$ cat src/rtl/vector_accumulator.sv
// Element-wise accumulator for a run of feature vectors with valid/ready handshakes on both sides.
// Define VECTOR_ACC_SAT_EN to make each lane saturate instead of wrapping.
module vector_accumulator #(
    parameter int WEIGHT_COLS    = 3,
    parameter int DOT_PROD_WIDTH = 16,
    parameter int MAX_VECTORS    = 16,
    localparam int CNT_W         = $clog2(MAX_VECTORS + 1)
) (
    input  logic                      clk,
    input  logic                      reset,
    input  logic                      start,
    input  logic [CNT_W-1:0]          num_vectors,
    input  logic                      in_valid,
    output logic                      in_ready,
    input  logic [DOT_PROD_WIDTH-1:0] in_vector  [0:WEIGHT_COLS-1],
    output logic                      out_valid,
    input  logic                      out_ready,
    output logic [DOT_PROD_WIDTH-1:0] out_vector [0:WEIGHT_COLS-1],
    output logic                      busy
);

    typedef enum logic [1:0] {
        IDLE   = 2'd0,
        ACCUM  = 2'd1,
        OUTPUT = 2'd2
    } state_t;

    state_t state, state_next;

    logic [CNT_W-1:0]          count;
    logic [CNT_W-1:0]          length;
    logic [CNT_W-1:0]          num_clamped;
    logic [DOT_PROD_WIDTH-1:0] acc      [0:WEIGHT_COLS-1];
    logic [DOT_PROD_WIDTH-1:0] acc_next [0:WEIGHT_COLS-1];
    logic                      accept;
    logic                      last;

`ifdef VECTOR_ACC_SAT_EN
    logic [DOT_PROD_WIDTH:0]   lane_sum [0:WEIGHT_COLS-1];
`endif

    assign num_clamped = (num_vectors > CNT_W'(MAX_VECTORS)) ? CNT_W'(MAX_VECTORS) : num_vectors;
    assign accept      = (state == ACCUM) && in_valid;
    assign last        = accept && (count == (length - CNT_W'(1)));
    assign in_ready    = (state == ACCUM);
    assign busy        = (state != IDLE);

    // A lane pinned at all-ones stays there, since adding an unsigned value can only carry out again.
    always_comb begin
        for (int i = 0; i < WEIGHT_COLS; i++) begin
`ifdef VECTOR_ACC_SAT_EN
            lane_sum[i] = {1'b0, acc[i]} + {1'b0, in_vector[i]};
            acc_next[i] = lane_sum[i][DOT_PROD_WIDTH] ? {DOT_PROD_WIDTH{1'b1}}
                                                      : lane_sum[i][DOT_PROD_WIDTH-1:0];
`else
            acc_next[i] = acc[i] + in_vector[i];
`endif
        end
    end

    always_comb begin
        state_next = state;
        case (state)
            IDLE: begin
                if (start) begin
                    state_next = (num_vectors == '0) ? OUTPUT : ACCUM;
                end
            end
            ACCUM: begin
                if (last) begin
                    state_next = OUTPUT;
                end
            end
            OUTPUT: begin
                if (out_ready) begin
                    state_next = IDLE;
                end
            end
            default: state_next = IDLE;
        endcase
    end

    always_ff @(posedge clk or posedge reset) begin
        if (reset) begin
            state <= IDLE;
        end else begin
            state <= state_next;
        end
    end

    // out_vector is captured from the final adder result so it is valid one cycle after the last accept.
    always_ff @(posedge clk or posedge reset) begin
        if (reset) begin
            count     <= '0;
            length    <= '0;
            out_valid <= 1'b0;
            for (int i = 0; i < WEIGHT_COLS; i++) begin
                acc[i]        <= '0;
                out_vector[i] <= '0;
            end
        end else begin
            out_valid <= (state_next == OUTPUT);
            if ((state == IDLE) && start) begin
                count  <= '0;
                length <= num_clamped;
                for (int i = 0; i < WEIGHT_COLS; i++) begin
                    acc[i] <= '0;
                    if (num_vectors == '0) begin
                        out_vector[i] <= '0;
                    end
                end
            end else if (accept) begin
                count <= count + CNT_W'(1);
                for (int i = 0; i < WEIGHT_COLS; i++) begin
                    acc[i] <= acc_next[i];
                    if (last) begin
                        out_vector[i] <= acc_next[i];
                    end
                end
            end
        end
    end

endmodule

$ cat config.mk
export PLATFORM = sky130hd
export DESIGN_NAME = vector_accumulator
export DESIGN_NICKNAME = d
export VERILOG_FILES = /design/src/rtl/vector_accumulator.sv
export SDC_FILE = /design/constraint.sdc
export NUM_CORES = 1
export LEC_CHECK = 0
export CAP_MARGIN = 5
export CORE_MARGIN = 3
export CORE_UTILIZATION = 65
export DETAILED_ROUTE_END_ITERATION = 10
export DONT_BUFFER_PORTS = 1
export HOLD_SLACK_MARGIN = 0.12
export PLACE_DENSITY = 0.84
export SKIP_CTS_REPAIR_TIMING = 1
export SLEW_MARGIN = 20
export SYNTH_ARGS = -nofsm -noshare
export SYNTH_HDL_FRONTEND = slang
export SYNTH_SLANG_ARGS = --single-unit
$ cat constraint.sdc
create_clock -name clk -period 4.9 [get_ports clk]
set_clock_uncertainty 0.2 [all_clocks]
set_input_delay 1.47 -clock clk [delete_from_list [all_inputs] [get_ports clk]]
set_output_delay 1.47 -clock clk [all_outputs]
set_load 0.02 [all_outputs]
Word-level counts from Yosys, hierarchy flattened
Index checks and enable logic that the tools add are counted.

$add $sub $neg: 5. Order comparisons: 1. Equal/unequal tests: 5. Muxes and demuxes: 16. Reduce and logical (&&, ||, !) cells: 9.

Operators with widths (number): 48-bit 2-to-1 mux (4); 16-bit 2-to-1 mux (4); 16-bit adder (3); 5-bit 2-to-1 mux (3); 2-bit 2-to-1 mux (4); 2-bit one-hot mux with 3 select lines (1); 2-bit nonzero test (3); 5-bit by 1-bit adder with 5-bit output (second input constant) (1); 5-bit == test (1); 5-bit greater-than comparator (second input constant) (1); 5-bit logical NOT (1); 5-bit by 1-bit subtractor with 5-bit output (second input constant) (1); 2-bit == test (second input constant) (2); 1-bit logical AND (3); 3-bit AND reduction (1); 2-bit by 1-bit == test with 1-bit output (second input constant) (1); 2-bit logical NOT (1); 2-bit inequality test (second input constant) (1).

Bits in registers: 109. Input port bits: 58.

Longest topological paths before layout
Gate-level depths: netlist of run 1.

Word-level depth: 6. Mapped depth: 10. Depth with buffers taken out: 9.

Worst setup path after synthesis of run 1
No wires, ideal clock.

Path type: input-to-reg. Start: input in_vector[22] (netlist bit). End: register out_vector[31] (netlist bit). Setup time: 0.122 ns. Arrival time: 3.311 ns. Setup slack: 1.268 ns. Stages: 8. Path through: ha_1 > clkbuf_1 > a211o_1 > a2111o_1 > nand3_1 > nand3_1 > or3_1 > a32o_1.

Longest elaborated chain between the ends: 4.

Ends and longest elaborated chain: start, declared (line 15) `input logic [DOT_PROD_WIDTH-1:0] in_vector [0:WEIGHT_COLS-1],`; 16-bit adder (line 56) `acc_next[i] = acc[i] + in_vector[i];`; 16-bit 2-to-1 mux (line 116) `if (last) begin`; 48-bit 2-to-1 mux (line 112) `end else if (accept) begin`; 48-bit 2-to-1 mux (line 103) `if ((state == IDLE) && start) begin`; end signal, assigned by index (line 117) `out_vector[i] <= acc_next[i];`; end, declared (line 18) `output logic [DOT_PROD_WIDTH-1:0] out_vector [0:WEIGHT_COLS-1],`.

No other way between the ends. The select of a mux whose other input is x is not followed. A chain may end at the register's enable or synchronous reset.

Final worst setup path of run 1
Start: input in_vector[16] (netlist bit). End: register acc[28] (netlist bit).

Longest elaborated chain between the ends: 3.

Ends and longest elaborated chain: 16-bit adder (line 56); 48-bit 2-to-1 mux (line 112); 48-bit 2-to-1 mux (line 103); end signal, assigned by index (line 115) `acc[i] <= acc_next[i];`; end, declared (line 33) `logic [DOT_PROD_WIDTH-1:0] acc [0:WEIGHT_COLS-1];`.

No other way between the ends. The select of a mux whose other input is x is not followed.

==> results.toml, run 1 <==
[status]
status = "finished clean"

[critical_path]
r2r_start = "state[1]$_DFF_PP0_"
required_ps = 4950
reg2reg_slack_ps = 1940
r2r-end = "out_vector[12]$_DFFE_PP0P_"
max_stage_delay_ps = 520
start_kind = "input port"
path_class = "input port to flop"
worstPathMaxFanout = 4
end_kind = "flop"
worstPathCellList = "ha_1, inv_1, fa_1, nor2b_1, o31a_1, o21ai_1, a21oi_1, or4_1, o2111a_1"
crit_path_top_delay_cell = "or4_1"
crit_arrival_ps = 3540
r2r_cells = 8

[cts]
path_clk_slew_ps = 100
cts_sinks = 109
root_buffer = "clkbuf_8"
numCtsBuffers = 9
cts_buffer_depth = 2
clkLatencyLatePin_ps = 370
cts_tree = "yes"
h-tree-depth = 3

[layout]
mostFrequentLayoutCell = "dfrtp_1"
nNetsFinal = 851
layout_common_cells = "dfrtp_1 (109), nand2_1 (103), o21ai_0 (57), nor2_1 (52)"
drive_gt1_share_pct = 6.15
n_fill_cell = 802
synthToLayoutAreaGrowth_pct = 4.11
antenna_cells = 0
final_cell_area_sq_um = 7200
instances_no_fill = 884

[detailed_routing]
antenna_left = 0
wl_met2_microns = 8450
met3_length_microns = 1540
wire_per_inst_microns = 19.9
vias_per_cell = 6.65
via_count = 5882
first_pass_iters = 5
m1WireLength_microns = 7090
drt-initial-drc-count = 486
drcViolationCount = 0
routed_wl_microns = 17600
top_layer = "met4"

[yosys]
avgSynthCellArea_sq_um = 9.09
synth_cell_type_count = 64
async_flop_share_pct = 100
yosysWarningCount = 0
syn_nets = 869
ys_seq_area_share_pct = 39.4
synthFlopType = "dfrtp_1"
syn_inst = 761
synth_edf_count = 0
syn-cell-area_sq_um = 6920
synth-seq-cells = 109

[grt]
grt_pass1_wl_microns = 29000
antenna_found_initial = 0
overflow = 0
grtUsageTotal_pct = 30.9
grt_max_degree = 69
grt_pass1_vias = 6028

[die]
core_sq_um = 10300
die-area_sq_um = 11900
die_h_microns = 109
ioPinCount = 109
die_w_microns = 109
fp-row-count = 37
initial_core_util_pct = 67.0

[timing]
setup_slack_ps = 1420
rsz0062_at_grt = "false"
final_min_period_over_clock_period_pct = 71.1
hold_viol = 0
drv_slew = 0
worst_pin_slew_ps = 901
slew_headroom_pct = 39.8
post-route-min-period_ps = 3480
fmax_mhz = 287
fin_setup_tns_ps = 0
setup_violations = 0

[power_and_ir_drop]
p_total_mw = 4.82
power_density_nw_per_um2 = 669
power_leakage_nw = 3.35
worst_ir_drop_vdd_v = 0.000442

[worst_hold_path]
min_from = "acc[25]$_DFFE_PP0P_"
hold_depth = 2
hp-class = "flop to flop"
hold_end = "acc[25]$_DFFE_PP0P_"

[place]
place_area_sq_um = 6990
gp_congestion = 0.923
hpwl_microns = 12600
dp.cells = 868
place_ws_ps = 1100
portBuffers = 0

[flow_run]
cap_viol_max_count = 0
synthesized netlist by cell type, types with 10 or more instances:
master / instances / area [sq um]
nor2_1: 52 / 195
o31ai_1: 16 / 120
clkbuf_1: 28 / 105
inv_1: 20 / 75.1
a22o_1: 13 / 114
ha_1: 47 / 588
o21ai_0: 57 / 285
nand2_1: 103 / 387
a21oi_1: 47 / 235
xnor2_1: 15 / 131
a21o_1: 18 / 135
o21a_1: 10 / 75.1
xor2_1: 19 / 166
dfrtp_1: 109 / 2730
o211ai_1: 11 / 82.6
nand3_1: 27 / 135
worst max-delay path, delay by kind of cell:
kind            cells  cell delay [ps]
compound gates      4              950
simple gates        2              590
fa+ha+maj           2              430
buf+inv             1               80
worst max-delay path by stage:
| stage | cells past startpoint | endpoint | slack, ps | from |
|---|---|---|---|---|
| 2_1_floorplan | 1 | acc[0]$_DFFE_PP0P_ | 360 | reset |
| 3_3_place_gp | 9 | acc[10]$_DFFE_PP0P_ | 1190 | in_vector[0] |
| 3_5_place_dp | 9 | acc[28]$_DFFE_PP0P_ | 1100 | in_vector[16] |
| 4_1_cts | 9 | acc[28]$_DFFE_PP0P_ | 1460 | in_vector[16] |
| 5_1_grt | 9 | acc[12]$_DFFE_PP0P_ | 1270 | in_vector[0] |
| 6_report | 9 | acc[28]$_DFFE_PP0P_ | 1420 | in_vector[16] |
flip-flops by register name, summed over array words and instances, names as in the netlist:
register,flops
out_vector,48
acc,48
length,5
count,5
state,2
out_valid,1
where the power goes:
group | switching [mW] | internal (mW)
combinational | 1.47 | 0.987
clock | 0.312 | 0.289
sequential | 0.481 | 1.28
layer usage:
layer  track usage, %  vias to the layer above
li1                 -                     2747
met1             37.8                     2834
met2             51.2                      250
met3             7.99                       51
met4             14.2                        0
met5                0                        -
layout make-up:
cell class                 instances  area, sq um  area share (%)
multi-input combinational        592         3940            54.6
sequential                       109         2730            37.9
tap                              136          170            2.36
clock buffer                      12          135            1.88
timing repair buffer              11         82.6            1.15
inverter                          20         77.6            1.08
clock inverter                     4         72.6            1.01
logic make-up after synthesis:
group | count (synthesis) | synth area share (%)
xor gates and xnor gates | 34 | 4.31
and+or+nand+nor | 267 | 18.9
AOI/OAI and AO/OA | 237 | 23.7
buffers and inverters | 60 | 3.69
DFF | 109 | 39.4
muxes | 4 | 0.615
adders and majority gates | 50 | 9.37
stage by stage:
step | hold WS [ps] | utilization (%)
floorplan | 253 | -
global placement | 269 | 67.7
detailed placement | 274 | 67.7
CTS | 297 | 69.7
global route | 316 | 69.7
finish | 296 | 69.7
No activity file was read; power rests on OpenSTA's default activity.
==> run 2, diff against run 1 <==
CORE_UTILIZATION = 58   (was 65)
PLACE_DENSITY = 0.79   (was 0.84)
clock period = 3.14 ns   (was 4.9 ns; I/O delays follow)
==> run 2 against run 1 <==
Global-route usage fell by 3.4 points; sequential power rose by 56%; critical path depth is 1 higher; total power rose by 61%; wire length shrank 0.76%; final area up 3.7%; die area rose by 11%; sequential share of layout area shrank 1.4 points; combinational power is 58% higher; non-clock buffer count up 17; count of clock-buffer cells in the layout down 2; worst hold slack got worse by 6.5 ps; largest cell class unchanged; highest routed layer unchanged.
==> results.toml, run 2 (synthesis results as in run 1) <==
[layout]
synthToLayoutAreaGrowth_pct = 7.98
ff_latch_area_sq_um = 2730
mostFrequentLayoutCell = "dfrtp_1"
drive_gt1_share_pct = 8.50
instances_no_fill = 908
multiInputGateArea_sq_um = 3940
layout_common_cells = "dfrtp_1 (109), nand2_1 (103), o21ai_0 (57), nor2_1 (52)"
n_fill_cell = 976
nNetsFinal = 868
antenna_cells = 0
reg.largest.list = "acc (48), out_vector (48)"

[grt]
grt_pass1_wl_microns = 29100
use_met1_pct = 33.8
grt_max_degree = 72
use_met3_pct = 7.32
overflow = 0
antenna_found_initial = 0
grtUsageTotal_pct = 27.6
grtUsageMet2_pct = 45.6
grt-busiest-layer = "met2"
grt_pass1_vias = 6032

[cts]
clkLatencyLatePin_ps = 360
root_buffer = "clkbuf_16"
cts_tree = "yes"
h-tree-depth = 3
numCtsBuffers = 9
cts_buffer_depth = 2
path_clk_slew_ps = 70
cts_sinks = 109

[detailed_routing]
routed_wl_microns = 17500
vias_per_cell = 6.43
first_pass_iters = 5
wire_per_inst_microns = 19.2
antenna_left = 0
via_count = 5839
drt-initial-drc-count = 445
drcViolationCount = 0

[critical_path]
path_class = "input port to flop"
worstPathMaxFanout = 4
required_ps = 3160
reg2reg_slack_ps = 340
end_kind = "flop"
crit_arrival_ps = 3010
r2r-end = "acc[12]$_DFFE_PP0P_"
r2r_start = "acc[0]$_DFFE_PP0P_"
start_kind = "input port"
r2r_cells = 10

[place]
hpwl_microns = 12800
gp_congestion = 0.915
dp.cells = 891
portBuffers = 0

[worst_hold_path]
hold_depth = 2
hold_end = "acc[46]$_DFFE_PP0P_"
min_from = "acc[46]$_DFFE_PP0P_"
hp-class = "flop to flop"

[timing]
post-route-min-period_ps = 2990
setup_violations = 0
slew_headroom_pct = 58.8
rsz0062_at_grt = "false"
worst_pin_slew_ps = 616
hold_viol = 0
final_min_period_over_clock_period_pct = 95.2
fmax_mhz = 335
drv_slew = 0

[die]
core_sq_um = 11500
die-area_sq_um = 13300
initial_core_util_pct = 60.1
fp-row-count = 39
ioPinCount = 109
die_w_microns = 115
die_h_microns = 115

[power_and_ir_drop]
power_density_nw_per_um2 = 1040
worst_ir_drop_vdd_v = 0.000540
power_leakage_nw = 3.48
p_total_mw = 7.78

[status]
status = "finished clean"

[flow_run]
cap_viol_max_count = 0
run 2: cell count changes in the layout (fill, tap and decap cells not counted), sizes merged:
cell and change:
buf +17, bufinv -1, clkbuf -2, clkinv +2
clkinvlp +2, inv -1
run 2: critical path, cell delays in order:
cell	delay, ps
ha_1	160
inv_1	60
fa_1	400
nor2b_1	170
o31ai_1	90
buf_4	150
a31o_2	230
o21ai_0	460
o31a_1	220
o211ai_1	120
run 2: worst max-delay path by stage:
stage | depth (start not counted) | to | from
6_report | 10 | acc[12]$_DFFE_PP0P_ | in_vector[0]
3_5_place_dp | 10 | acc[12]$_DFFE_PP0P_ | in_vector[0]
2_1_floorplan | 8 | out_vector[31]$_DFFE_PP0P_ | in_vector[22]
3_3_place_gp | 10 | out_vector[10]$_DFFE_PP0P_ | in_vector[0]
4_1_cts | 10 | acc[12]$_DFFE_PP0P_ | in_vector[0]
5_1_grt | 10 | acc[12]$_DFFE_PP0P_ | in_vector[0]
run 2: per-layer routing:
| layer | part of all wire, % | up-vias |
|---|---|---|
| met4 | 2.5 | 0 |
| met1 | 40 | 2824 |
| li1 | - | 2791 |
| met3 | 8.3 | 30 |
| met2 | 49 | 194 |
| met5 | 0 | - |
run 2: cell type report:
class | instances | share of cell area (%)
clock buffer | 10 | 3.07
clock inverter | 6 | 0.854
inverter | 20 | 1.06
multi-input combinational | 592 | 52.7
sequential | 109 | 36.5
tap | 143 | 2.40
timing repair buffer | 28 | 3.42
run 2: through the flow:
step / setup slack, ps / setup TNS, ps / utilization (%) / area, sq um / hold slack, ps
after global placement: -94.6 / -347 / 62.1 / 7150 / 268
after detailed placement: -195 / -720 / 62.1 / 7150 / 278
after CTS: 176 / 0 / 64.6 / 7440 / 293
after floorplan: 35.6 / 0 / - / 6920 / 253
after global routing: 9.41 / 0 / 64.9 / 7470 / 317
final: 151 / 0 / 64.9 / 7470 / 289
run 2: where the power goes:
part	leakage (nW)	total (mW)	switching, mW	internal [mW]
clock network	0.138	1.14	0.525	0.618
registers	1.40	2.74	0.746	2.00
logic	1.94	3.89	2.27	1.62
==> run 3, diff against run 2 <==
CORE_UTILIZATION = 50   (was 58)
PLACE_DENSITY = 0.71   (was 0.79)
==> run 3 against run 2 <==
First-iteration DRC count fell by 1.1%; count of clock-buffer cells in the layout did not move; final cell count rose by 4.0%; combinational power barely moved; final area rose by 1.1%; worst hold slack got worse by 39 ps; flip-flop and latch count did not move; die area rose by 15%; clock power rose by 13%; total power rose by 1.7%; via count rose by 0.51%.
==> results.toml, run 3 (synthesis results as in run 1) <==
[die]
initial_core_util_pct = 51.6
core_sq_um = 13400
ioPinCount = 109
die_w_microns = 124
fp-row-count = 42
die_h_microns = 124
die-area_sq_um = 15300

[grt]
grt_max_degree = 57
grt_pass1_vias = 5879
overflow = 0
grt_pass1_wl_microns = 28700
antenna_found_initial = 0
grtUsageTotal_pct = 23.9

[status]
status = "finished clean"

[timing]
setup_slack_ps = 180
setup_violations = 0
drv_slew = 0
fmax_mhz = 338
hold_viol = 0
rsz0062_at_grt = "false"
post-route-min-period_ps = 2960
slew_headroom_pct = 48.9
worst_pin_slew_ps = 765
final_min_period_over_clock_period_pct = 94.3

[detailed_routing]
first_pass_iters = 5
vias_per_cell = 6.22
antenna_left = 0
via_count = 5869
drt-initial-drc-count = 440
routed_wl_microns = 17700
wire_per_inst_microns = 18.8
drcViolationCount = 0

[layout]
drive_gt1_share_pct = 8.98
n_fill_cell = 1193
fin_util_pct = 56.3
reg.largest.list = "acc (48), out_vector (48)"
mostFrequentLayoutCell = "dfrtp_1"
ff_latch_area_sq_um = 2730
final_cell_area_sq_um = 7550
multiInputGateArea_sq_um = 3940
layout_common_cells = "dfrtp_1 (109), nand2_1 (103), o21ai_0 (57), nor2_1 (52)"
nNetsFinal = 871
antenna_cells = 0
synthToLayoutAreaGrowth_pct = 9.12

[worst_hold_path]
hp-class = "input port to async pin"

[cts]
cts_tree = "yes"
clkLatencyLatePin_ps = 360
path_clk_slew_ps = 70
cts_sinks = 109
root_buffer = "clkbuf_16"
numCtsBuffers = 9
cts_buffer_depth = 2
h-tree-depth = 3

[critical_path]
cp-startpoint = "in_vector[0]"
start_kind = "input port"
path_class = "input port to flop"
required_ps = 3160
r2r_start = "length[0]$_DFFE_PP0P_"
crit_arrival_ps = 2980
end_kind = "flop"
worstPathMaxFanout = 4

[flow_run]
cap_viol_max_count = 0

[power_and_ir_drop]
power_leakage_nw = 3.51
worst_ir_drop_vdd_v = 0.000490
power_density_nw_per_um2 = 1050
p_total_mw = 7.91

[place]
hpwl_microns = 12800
place_ws_ps = -151
gp_congestion = 0.951
portBuffers = 0
place_area_sq_um = 7200
## run 3: final timing paths
check                                       endpoint  slack [ps]  depth (start not counted)
min reg2reg                      acc[38]$_DFFE_PP0P_         290                          2
max reg2reg                out_vector[9]$_DFFE_PP0P_         300                          9
max in group asynchronous       count[2]$_DFFE_PP0P_        1860                          2
min                        out_vector[0]$_DFFE_PP0P_         250                          1
min in group clk                 acc[38]$_DFFE_PP0P_         290                          2
max                              acc[12]$_DFFE_PP0P_         180                         10
## run 3: cell type report
class | count | area share [%]
clock inverter | 6 | 1.24
sequential | 109 | 36.1
multi-input combinational | 592 | 52.1
inverter | 20 | 1.04
tap | 176 | 2.92
timing repair buffer | 31 | 3.35
clock buffer | 10 | 3.17
## run 3: report_power, final
group	leakage, nW	switching (mW)	internal, mW	total, mW
clock network	0.165	0.560	0.731	1.29
registers	1.40	0.739	1.99	2.73
logic	1.95	2.26	1.62	3.89
## run 3: through the flow
| step | setup TNS [ps] | hold slack (ps) | instances |
|---|---|---|---|
| after floorplan | 0 | 253 | 761 |
| after detailed placement | -627 | 280 | 927 |
| after global placement | -309 | 268 | 927 |
| after global routing | 0 | 260 | 944 |
| final | 0 | 251 | 944 |
| after CTS | 0 | 251 | 943 |
## run 3: metal layers
metal  global-route usage [%]  vias to the layer above  part of all wire, %
li1                         -                     2789                    -
met5                        0                        -                    0
met4                     9.34                        0                  2.6
met1                     29.0                     2867                   42
met2                     40.1                      176                   47
met3                     6.81                       37                  7.4
## run 3: critical path: stages
cell and delay [ps]:
ha_1 150, inv_1 60, fa_1 390, nor2b_1 170, o31ai_1 90, buf_4 160, a31o_2 230, o21ai_0 470
o31a_1 210, o211ai_1 100
